`config.mk`:
```
export PLATFORM = sky130hd
export DESIGN_NAME = register_file
export DESIGN_NICKNAME = d
export VERILOG_FILES = /design/src/rtl/register_file.sv
export SDC_FILE = /design/constraint.sdc
export NUM_CORES = 1
export LEC_CHECK = 0
export CORE_UTILIZATION = 35
export CTS_CLUSTER_SIZE = 28
export DETAILED_ROUTE_END_ITERATION = 8
export GPL_TIMING_DRIVEN = 0
export SLEW_MARGIN = 20
export SYNTH_ARGS = -nofsm -noshare
export SYNTH_HDL_FRONTEND = slang
export SYNTH_SLANG_ARGS = --single-unit
```
`constraint.sdc`:
```
create_clock -name CLK -period 4.3 [get_ports CLK]
set_clock_uncertainty 0.2 [all_clocks]
set_input_delay 0.86 -clock CLK [delete_from_list [all_inputs] [get_ports CLK]]
set_output_delay 0.86 -clock CLK [all_outputs]
set_load 0.01 [all_outputs]
```
`src/rtl/register_file.sv`:
```
// Parametrised register bank: one write port, two combinational read ports,
// synchronous bulk clear and per-entry written flags. Optional macro REGFILE_BYPASS_EN adds write-through forwarding.
module register_file #(
   parameter  int WIDTH  = 16,
   parameter  int DEPTH  = 8,
   localparam int ADDR_W = $clog2(DEPTH)
) (
   input  logic              CLK,
   input  logic              reset_n,
   input  logic [WIDTH-1:0]  D,
   input  logic              load,
   input  logic [ADDR_W-1:0] waddr,
   input  logic              clear,
   input  logic [ADDR_W-1:0] raddr_a,
   input  logic [ADDR_W-1:0] raddr_b,
   output logic [WIDTH-1:0]  Q_a,
   output logic [WIDTH-1:0]  Q_b,
   output logic [DEPTH-1:0]  written
);

   localparam logic [31:0] DEPTH_L = DEPTH;

   logic [WIDTH-1:0] mem [DEPTH];
   logic [DEPTH-1:0] written_q;
   logic             wa_ok;
   logic             ra_ok;
   logic             rb_ok;
   logic             wr_en;

   // Addresses at or above DEPTH only exist when DEPTH is not a power of two
   function automatic logic in_range(input logic [ADDR_W-1:0] a);
      logic [31:0] a_ext;
      a_ext = 32'(a);
      return a_ext < DEPTH_L;
   endfunction

   assign wa_ok = in_range(waddr);
   assign ra_ok = in_range(raddr_a);
   assign rb_ok = in_range(raddr_b);
   assign wr_en = load & ~clear & wa_ok;

   always_ff @(posedge CLK or negedge reset_n) begin
      if (!reset_n) begin
         for (int i = 0; i < DEPTH; i++) begin
            mem[i] <= '0;
         end
         written_q <= '0;
      end else if (clear) begin
         for (int i = 0; i < DEPTH; i++) begin
            mem[i] <= '0;
         end
         written_q <= '0;
      end else if (wr_en) begin
         mem[waddr]       <= D;
         written_q[waddr] <= 1'b1;
      end
   end

   always_comb begin
      Q_a = ra_ok ? mem[raddr_a] : '0;
      Q_b = rb_ok ? mem[raddr_b] : '0;
`ifdef REGFILE_BYPASS_EN
      // Forwarding is held off during reset so reads stay zero while it is asserted
      if (reset_n && wr_en && (raddr_a == waddr)) begin
         Q_a = D;
      end
      if (reset_n && wr_en && (raddr_b == waddr)) begin
         Q_b = D;
      end
`endif
   end

   assign written = written_q;

endmodule

```
==> flow_metrics.env, run 1 <==
export IMPL_die_w_um=151
export IMPL_dr_pass1_iters=7
export IMPL_p_leak_nw=4.01
export IMPL_yosys_top_cells_count="nand2_1, dfrtp_1, a21oi_1, mux4_1, mux2_2"
export IMPL_io_buffer_count=47
export IMPL_required_ns=3.24
export IMPL_grt_overflow=0
export IMPL_placed_area_um2=8570
export IMPL_final_util_pct=43.0
export IMPL_viasPerCell=5.61
export IMPL_htreeDepth=4
export IMPL_start_kind="primary input"
export IMPL_synth_top_family_by_area="multiplexers"
export IMPL_min_period_ns=4.17
export IMPL_p_seq_share_pct=41.4
export IMPL_die_area_um2=22700
export IMPL_p_comb_share_pct=10.3
export IMPL_report_final_setup_viol=0
export IMPL_syn_nets=757
export IMPL_synth_warnings=0
export IMPL_gp_congestion=0.822
export IMPL_yosysMostFrequentCell="nand2_1"
export IMPL_cp_max_fo=10
export IMPL_ff2ff_setup_slack_ns=3.40
export IMPL_synth_seq_cells=136
export IMPL_diodes=0
export IMPL_r2r_end="mem[68]"
export IMPL_syn2layout_area_growth_pct=19.0
export IMPL_maxSlewHeadroom_pct=49.6
export IMPL_wire_per_inst_um=22.4
export IMPL_totalWireLength_mm=24.2
export IMPL_cts_buffer_depth=2
export IMPL_drt_iter0_markers=676
export IMPL_finalWorstSetupSlack_ns=0.126
export IMPL_clk_latency_ns=0.43
export IMPL_clockPowerShare_pct=48.3
export IMPL_internal_power_w=0.00241
export IMPL_p_sw_share_pct=24.9
export IMPL_clk_pin_slew_ns=0.06
export IMPL_regArea_um2=3400
export IMPL_synthMuxAreaShare_pct=26.1
export IMPL_yosysUniqueCellTypes=21
export IMPL_vias=6079
export IMPL_fillers=2049
export IMPL_crit_chain="clkdlybuf4s50_1 -> buf_2 -> mux4_1 -> mux2_2 -> clkdlybuf4s50_1"
export IMPL_r2r_worst_path_cells=2
export IMPL_crit_family="buffers and inverters"
export IMPL_ant_nets=0
export IMPL_synth_top_area_share_pct=44.1
export IMPL_cts_tree="done"
export IMPL_async_reset_ff_share_pct=100
export IMPL_synth_compound_area_share_pct=8.30
export IMPL_max_vdd_ir_drop_mv=0.229
export IMPL_worstMarginPinSlew_ns=0.756
export IMPL_drive_gt1_share_pct=16.5
export IMPL_fmax_mhz=240
export IMPL_seq_area_frac_synth_pct=44.1
export IMPL_grt_total_usage_pct=22.4
export IMPL_syn_area_um2=7720
export IMPL_rsz0062_at_grt="no"
export IMPL_boundaryPins=69
export IMPL_slowest_stage="clkdlybuf4s50_1"
export IMPL_synthTopCellsByArea="dfrtp_1, mux4_1, nand2_1"
export IMPL_die_h_um=151
export IMPL_grt_max_degree=70
export IMPL_cpPeakStageDelay_ns=0.64
export IMPL_crit_cells=5
export IMPL_stdcell_area_um2=9190
export IMPL_synthCells=728
export IMPL_cts_sinks=136
export IMPL_initial_core_util_pct=36.1
export IMPL_drv_cap=0
export IMPL_root_buffer="clkbuf_16"
export IMPL_pre_cts_slack_ns=-0.180
export IMPL_synth_edff_count=0
export IMPL_end_kind="output port"
export IMPL_place_hpwl_mm=16.6
export IMPL_yosysTopAreaCell="dfrtp_1"
export IMPL_nNetsFinal=824
export IMPL_synthAdderAreaFrac_pct=0
export IMPL_power_switching_w=0.000797
export IMPL_cpMostUsedCell="clkdlybuf4s50_1"
export IMPL_hold_violations=0
export IMPL_yosys_area_share_simple_pct=15.5
export IMPL_status="complete, no violations"
export IMPL_power_density_nw_per_um2=349
export IMPL_synth_avg_cell_area_um2=10.6
export IMPL_std_cell_rows=53
export IMPL_cts_buffers=17
export IMPL_synthXorXnorAreaFrac_pct=0
export IMPL_slew_violations=0
export IMPL_grt_first_pass_wirelength_mm=36.5
export IMPL_hold_path_class="in2async"
export IMPL_critPathArrivalTime_ns=3.11
export IMPL_setup_tns_ns=0
export IMPL_grt_pass1_vias=5909
export IMPL_synthFlopType="dfrtp_1"
export IMPL_post_cts_buffers=0
export IMPL_antenna_found_initial=0
export IMPL_path_class="in2out"
export IMPL_multi_input_area_um2=3850
export IMPL_timing_final_crit_share_pct=97.1
export IMPL_r2r_start="mem[68]"
export IMPL_crit_buf_inv=3
export IMPL_core_region_area_um2=21400
export IMPL_drcViolationCount=0
==> state kept, by name, summed over array words and instances, names as in the netlist <==
name / flops
mem: 128
written: 8
==> per-layer routing <==
| layer | vias to the layer above | part of all wire (%) | GRT usage [%] | routed length [um] |
|---|---|---|---|---|
| met4 | 0 | 2.4 | 8.23 | 570 |
| met2 | 215 | 50 | 36.0 | 12100 |
| met3 | 36 | 4.8 | 3.70 | 1150 |
| met5 | - | 0 | 0 | 0 |
| li1 | 2707 | - | - | - |
| met1 | 3121 | 43 | 30.5 | 10400 |
==> cell usage in the layout (no fill, tap or decap) <==
master,n
a21oi_1,128
and4_1,1
and4b_1,3
and4bb_2,3
buf_1,4
buf_16,1
buf_2,30
buf_4,17
buf_6,9
buf_8,1
bufinv_16,4
clkbuf_1,21
clkbuf_16,17
clkbuf_2,3
clkdlybuf4s50_1,46
clkinv_2,1
clkinv_4,1
clkinvlp_4,4
dfrtp_1,136
inv_6,1
mux2_2,32
mux4_1,56
mux4_2,8
nand2_1,256
nand4_1,1
nand4b_1,3
nand4bb_1,3
nor2_1,16
nor4b_4,1
or4b_1,1
==> worst max-delay path by stage <==
| stage | from | end | slack [ns] |
|---|---|---|---|
| after floorplan | raddr_a[0] | Q_a[1] | 1.31 |
| after global placement | reset_n | mem[113] | -3.59 |
| after detailed placement | raddr_a[2] | Q_a[3] | -0.18 |
| after CTS | raddr_a[2] | Q_a[3] | 0.12 |
| after global routing | raddr_a[2] | Q_a[3] | 0.11 |
| final | raddr_a[2] | Q_a[3] | 0.13 |
==> what timing repair did <==
action / in CTS / in global routing
gates resized for setup: 6 / 0
hold buffers: 0 / 0
endpoints found under the setup margin: 32 / 0
==> worst register-to-register path, delay by kind of cell, from the launching register on <==
kind             cells  cell delay, ns
AO/OA/AOI/OAI        1            0.09
flip-flops           1            0.40
AND/OR/NAND/NOR      1            0.07
==> cell families (layout without fill, tap and decap cells) <==
group | Yosys count | after routing
AO/OA/AOI/OAI | 128 | 128
multiplexers | 96 | 96
flip-flops | 136 | 136
AND/OR/NAND/NOR | 288 | 288
buffers and inverters | 80 | 160
==> stage by stage <==
step / hold WS (ns) / instances / power, W
2_1_floorplan: 0.306 / 728 / 0.00153
3_3_place_gp: 0.283 / 1050 / 0.00167
3_5_place_dp: 0.289 / 1051 / 0.00168
4_1_cts: 0.204 / 1083 / 0.00321
5_1_grt: 0.215 / 1083 / 0.00330
6_report: 0.166 / 1083 / 0.00320
==> final cells by class <==
cell class / instances / area share, %
buffer: 80 / 5.15
clock buffer: 21 / 4.79
clock inverter: 11 / 1.88
multi-input combinational: 512 / 41.9
sequential: 136 / 37.0
tap: 275 / 3.75
timing repair buffer: 48 / 5.48
==> power by group through the flow <==
stage / Sequential (W) / Clock (W) / Combinational [W]
final: 0.00133 / 0.00155 / 0.000330
after global placement: 0.00135 / 0 / 0.000323
after detailed placement: 0.00135 / 0 / 0.000328
after floorplan: 0.00134 / 0 / 0.000186
after CTS: 0.00132 / 0.00156 / 0.000330
after global routing: 0.00133 / 0.00162 / 0.000352
Power figures use the tool's default switching activity.
==> run 2, diff against run 1 <==
--- a/config.mk
+++ b/config.mk
@@ -5,7 +5,7 @@
 export SDC_FILE = /design/constraint.sdc
 export NUM_CORES = 1
 export LEC_CHECK = 0
-export CORE_UTILIZATION = 35
+export CORE_UTILIZATION = 45
 export CTS_CLUSTER_SIZE = 28
 export DETAILED_ROUTE_END_ITERATION = 8
 export GPL_TIMING_DRIVEN = 0
==> run 2 against run 1 <==
  * Combinational power hardly changed
  * Critical path depth stayed put
  * First-iteration DRC count is 36% lower
  * Routed wire length is 1.7% higher
  * Core utilization is 12 points higher
  * Global-route usage is 6.5 points higher
  * Die area is 22% lower
  * Sequential share of layout area is 0.21 points higher
  * Count of clock-buffer cells in the layout is 2 lower
  * Largest power group unchanged
==> flow_metrics.env, run 2 (synthesis gave the netlist of run 1 again) <==
export IMPL_status="complete, no violations"
export IMPL_start_kind="primary input"
export IMPL_final_common_cell="nand2_1"
export IMPL_fmax_mhz=237
export IMPL_cts_buffer_depth=2
export IMPL_cts_sinks=136
export IMPL_max_vdd_ir_drop_mv=0.295
export IMPL_die_h_um=133
export IMPL_stdcell_count=1028
export IMPL_crit_cells=5
export IMPL_report_final_setup_viol=0
export IMPL_crit_end="Q_a[8]"
export IMPL_grt_pass1_vias=6183
export IMPL_viasPerCell=6.00
export IMPL_ant_nets=0
export IMPL_place_hpwl_mm=16.7
export IMPL_totalWireLength_mm=24.6
export IMPL_required_ns=3.24
export IMPL_maxSlewHeadroom_pct=50.0
export IMPL_hold_worst_slack_ns=0.103
export IMPL_hold_violations=0
export IMPL_htreeDepth=4
export IMPL_nNetsFinal=824
export IMPL_place_inst=996
export IMPL_syn2layout_area_growth_pct=18.3
export IMPL_power_switching_w=0.000799
export IMPL_io_buffer_count=47
export IMPL_diodes=0
export IMPL_r2r_start="mem[17]"
export IMPL_wire_per_inst_um=24.0
export IMPL_largest_reg_flops=128
export IMPL_slew_violations=0
export IMPL_drcViolationCount=0
export IMPL_boundaryPins=69
export IMPL_vias=6166
export IMPL_cpPeakStageDelay_ns=0.67
export IMPL_antenna_found_initial=0
export IMPL_grt_first_pass_wirelength_mm=37.0
export IMPL_rsz0062_at_grt="no"
export IMPL_std_cell_rows=47
export IMPL_min_period_ns=4.22
export IMPL_r2r_end="mem[17]"
export IMPL_grt_overflow=0
export IMPL_cp_max_fo=10
export IMPL_clockPowerShare_pct=48.7
export IMPL_largest_register="mem"
export IMPL_clk_pin_slew_ns=0.06
export IMPL_fillers=1413
export IMPL_p_leak_nw=4.03
export IMPL_initial_core_util_pct=46.4
export IMPL_crit_chain="clkdlybuf4s50_1 -> buf_2 -> mux4_1 -> mux2_2 -> clkdlybuf4s50_1"
export IMPL_core_region_area_um2=16600
export IMPL_r2r_worst_path_cells=2
export IMPL_path_class="in2out"
export IMPL_crit_buf_inv=3
export IMPL_p_comb_share_pct=10.2
export IMPL_clk_latency_ns=0.42
export IMPL_drv_cap=0
export IMPL_grt_total_usage_pct=28.9
export IMPL_ff2ff_setup_slack_ns=3.37
export IMPL_hold_path_class="in2async"
export IMPL_p_sw_share_pct=24.7
export IMPL_cts_buffers=17
export IMPL_critPathArrivalTime_ns=3.16
export IMPL_drt_iter0_markers=433
export IMPL_grt_max_degree=101
export IMPL_timing_final_crit_share_pct=98.2
export IMPL_end_kind="output port"
export IMPL_slowest_stage="clkdlybuf4s50_1"
export IMPL_cpMostUsedCell="clkdlybuf4s50_1"
export IMPL_root_buffer="clkbuf_16"
export IMPL_crit_family="buffers and inverters"
export IMPL_power_density_nw_per_um2=354
export IMPL_setup_worst_path_start="raddr_a[2]"
export IMPL_cts_tree="done"
export IMPL_gp_congestion=0.925
export IMPL_die_area_um2=17700
export IMPL_internal_power_w=0.00243
export IMPL_worstMarginPinSlew_ns=0.750
export IMPL_final_cell_mix="nand2_1, dfrtp_1, a21oi_1, mux4_1, clkdlybuf4s50_1"
export IMPL_dr_pass1_iters=7
export IMPL_drive_gt1_share_pct=17.0
export IMPL_p_seq_share_pct=41.0
export IMPL_die_w_um=133
## run 2: cell types whose count changed in the layout (fill, tap and decap cells not counted)
cell	previous run	this run
clkbuf_1	21	17
clkinvlp_4	4	3
inv_6	1	0
clkinv_2	1	5
clkbuf_8	0	2
## run 2: per-stage QoR
step / cell area (um2) / worst slack [ns] / total power (W) / TNS, ns / util (%)
after floorplan: 7720 / 1.31 / 0.00153 / 0 / -
after global placement: 8460 / -3.23 / 0.00166 / -439.14 / 50.9
after detailed placement: 8500 / -0.191 / 0.00168 / -2.64 / 51.1
after CTS: 9130 / 0.134 / 0.00324 / 0 / 54.9
after global routing: 9130 / 0.0794 / 0.00331 / 0 / 54.9
final: 9130 / 0.0790 / 0.00323 / 0 / 54.9
## run 2: timing repair
action / CTS / global route
setup endpoints to repair: 32 / 0
hold buffers: 0 / 0
resized for setup: 6 / 0
setup buffers: 0 / 0
## run 2: power by group through the flow
| stage | Sequential (W) | Combinational, W | Clock, W |
|---|---|---|---|
| CTS | 0.00132 | 0.000330 | 0.00158 |
| global placement | 0.00135 | 0.000318 | 0 |
| floorplan | 0.00134 | 0.000186 | 0 |
| finish | 0.00133 | 0.000330 | 0.00157 |
| detailed placement | 0.00135 | 0.000328 | 0 |
| global route | 0.00133 | 0.000350 | 0.00164 |
## run 2: how the worst min path moves through the flow
stage / from / endpoint / slack (ns) / depth (start not counted)
2_1_floorplan: mem[100] / mem[100] / 0.31 / 2
3_3_place_gp: written[3] / written[3] / 0.28 / 2
3_5_place_dp: written[4] / written[4] / 0.29 / 2
4_1_cts: reset_n / mem[14] / 0.11 / 1
5_1_grt: reset_n / mem[12] / 0.12 / 1
6_report: reset_n / mem[14] / 0.10 / 1
## run 2: cell type report
| type | count | area, um2 | share of cell area (%) |
|---|---|---|---|
| repair buffers | 48 | 503 | 5.51 |
| plain buffers | 80 | 473 | 5.18 |
| well taps | 220 | 275 | 3.01 |
| flip-flops and latches | 136 | 3400 | 37.3 |
| clock buffers | 19 | 453 | 4.96 |
| multi-input cells | 512 | 3850 | 42.2 |
| clock inverters | 13 | 176 | 1.93 |
## run 2: routing by layer
layer / GRT usage (%) / wire length, um / share of wire [%] / vias up
met3: 5.33 / 1710 / 6.9 / 44
met4: 9.39 / 518 / 2.1 / 0
li1: - / - / - / 2708
met1: 38.3 / 10100 / 41 / 3096
met2: 48.1 / 12300 / 50 / 318
met5: 0 / 0 / 0 / -
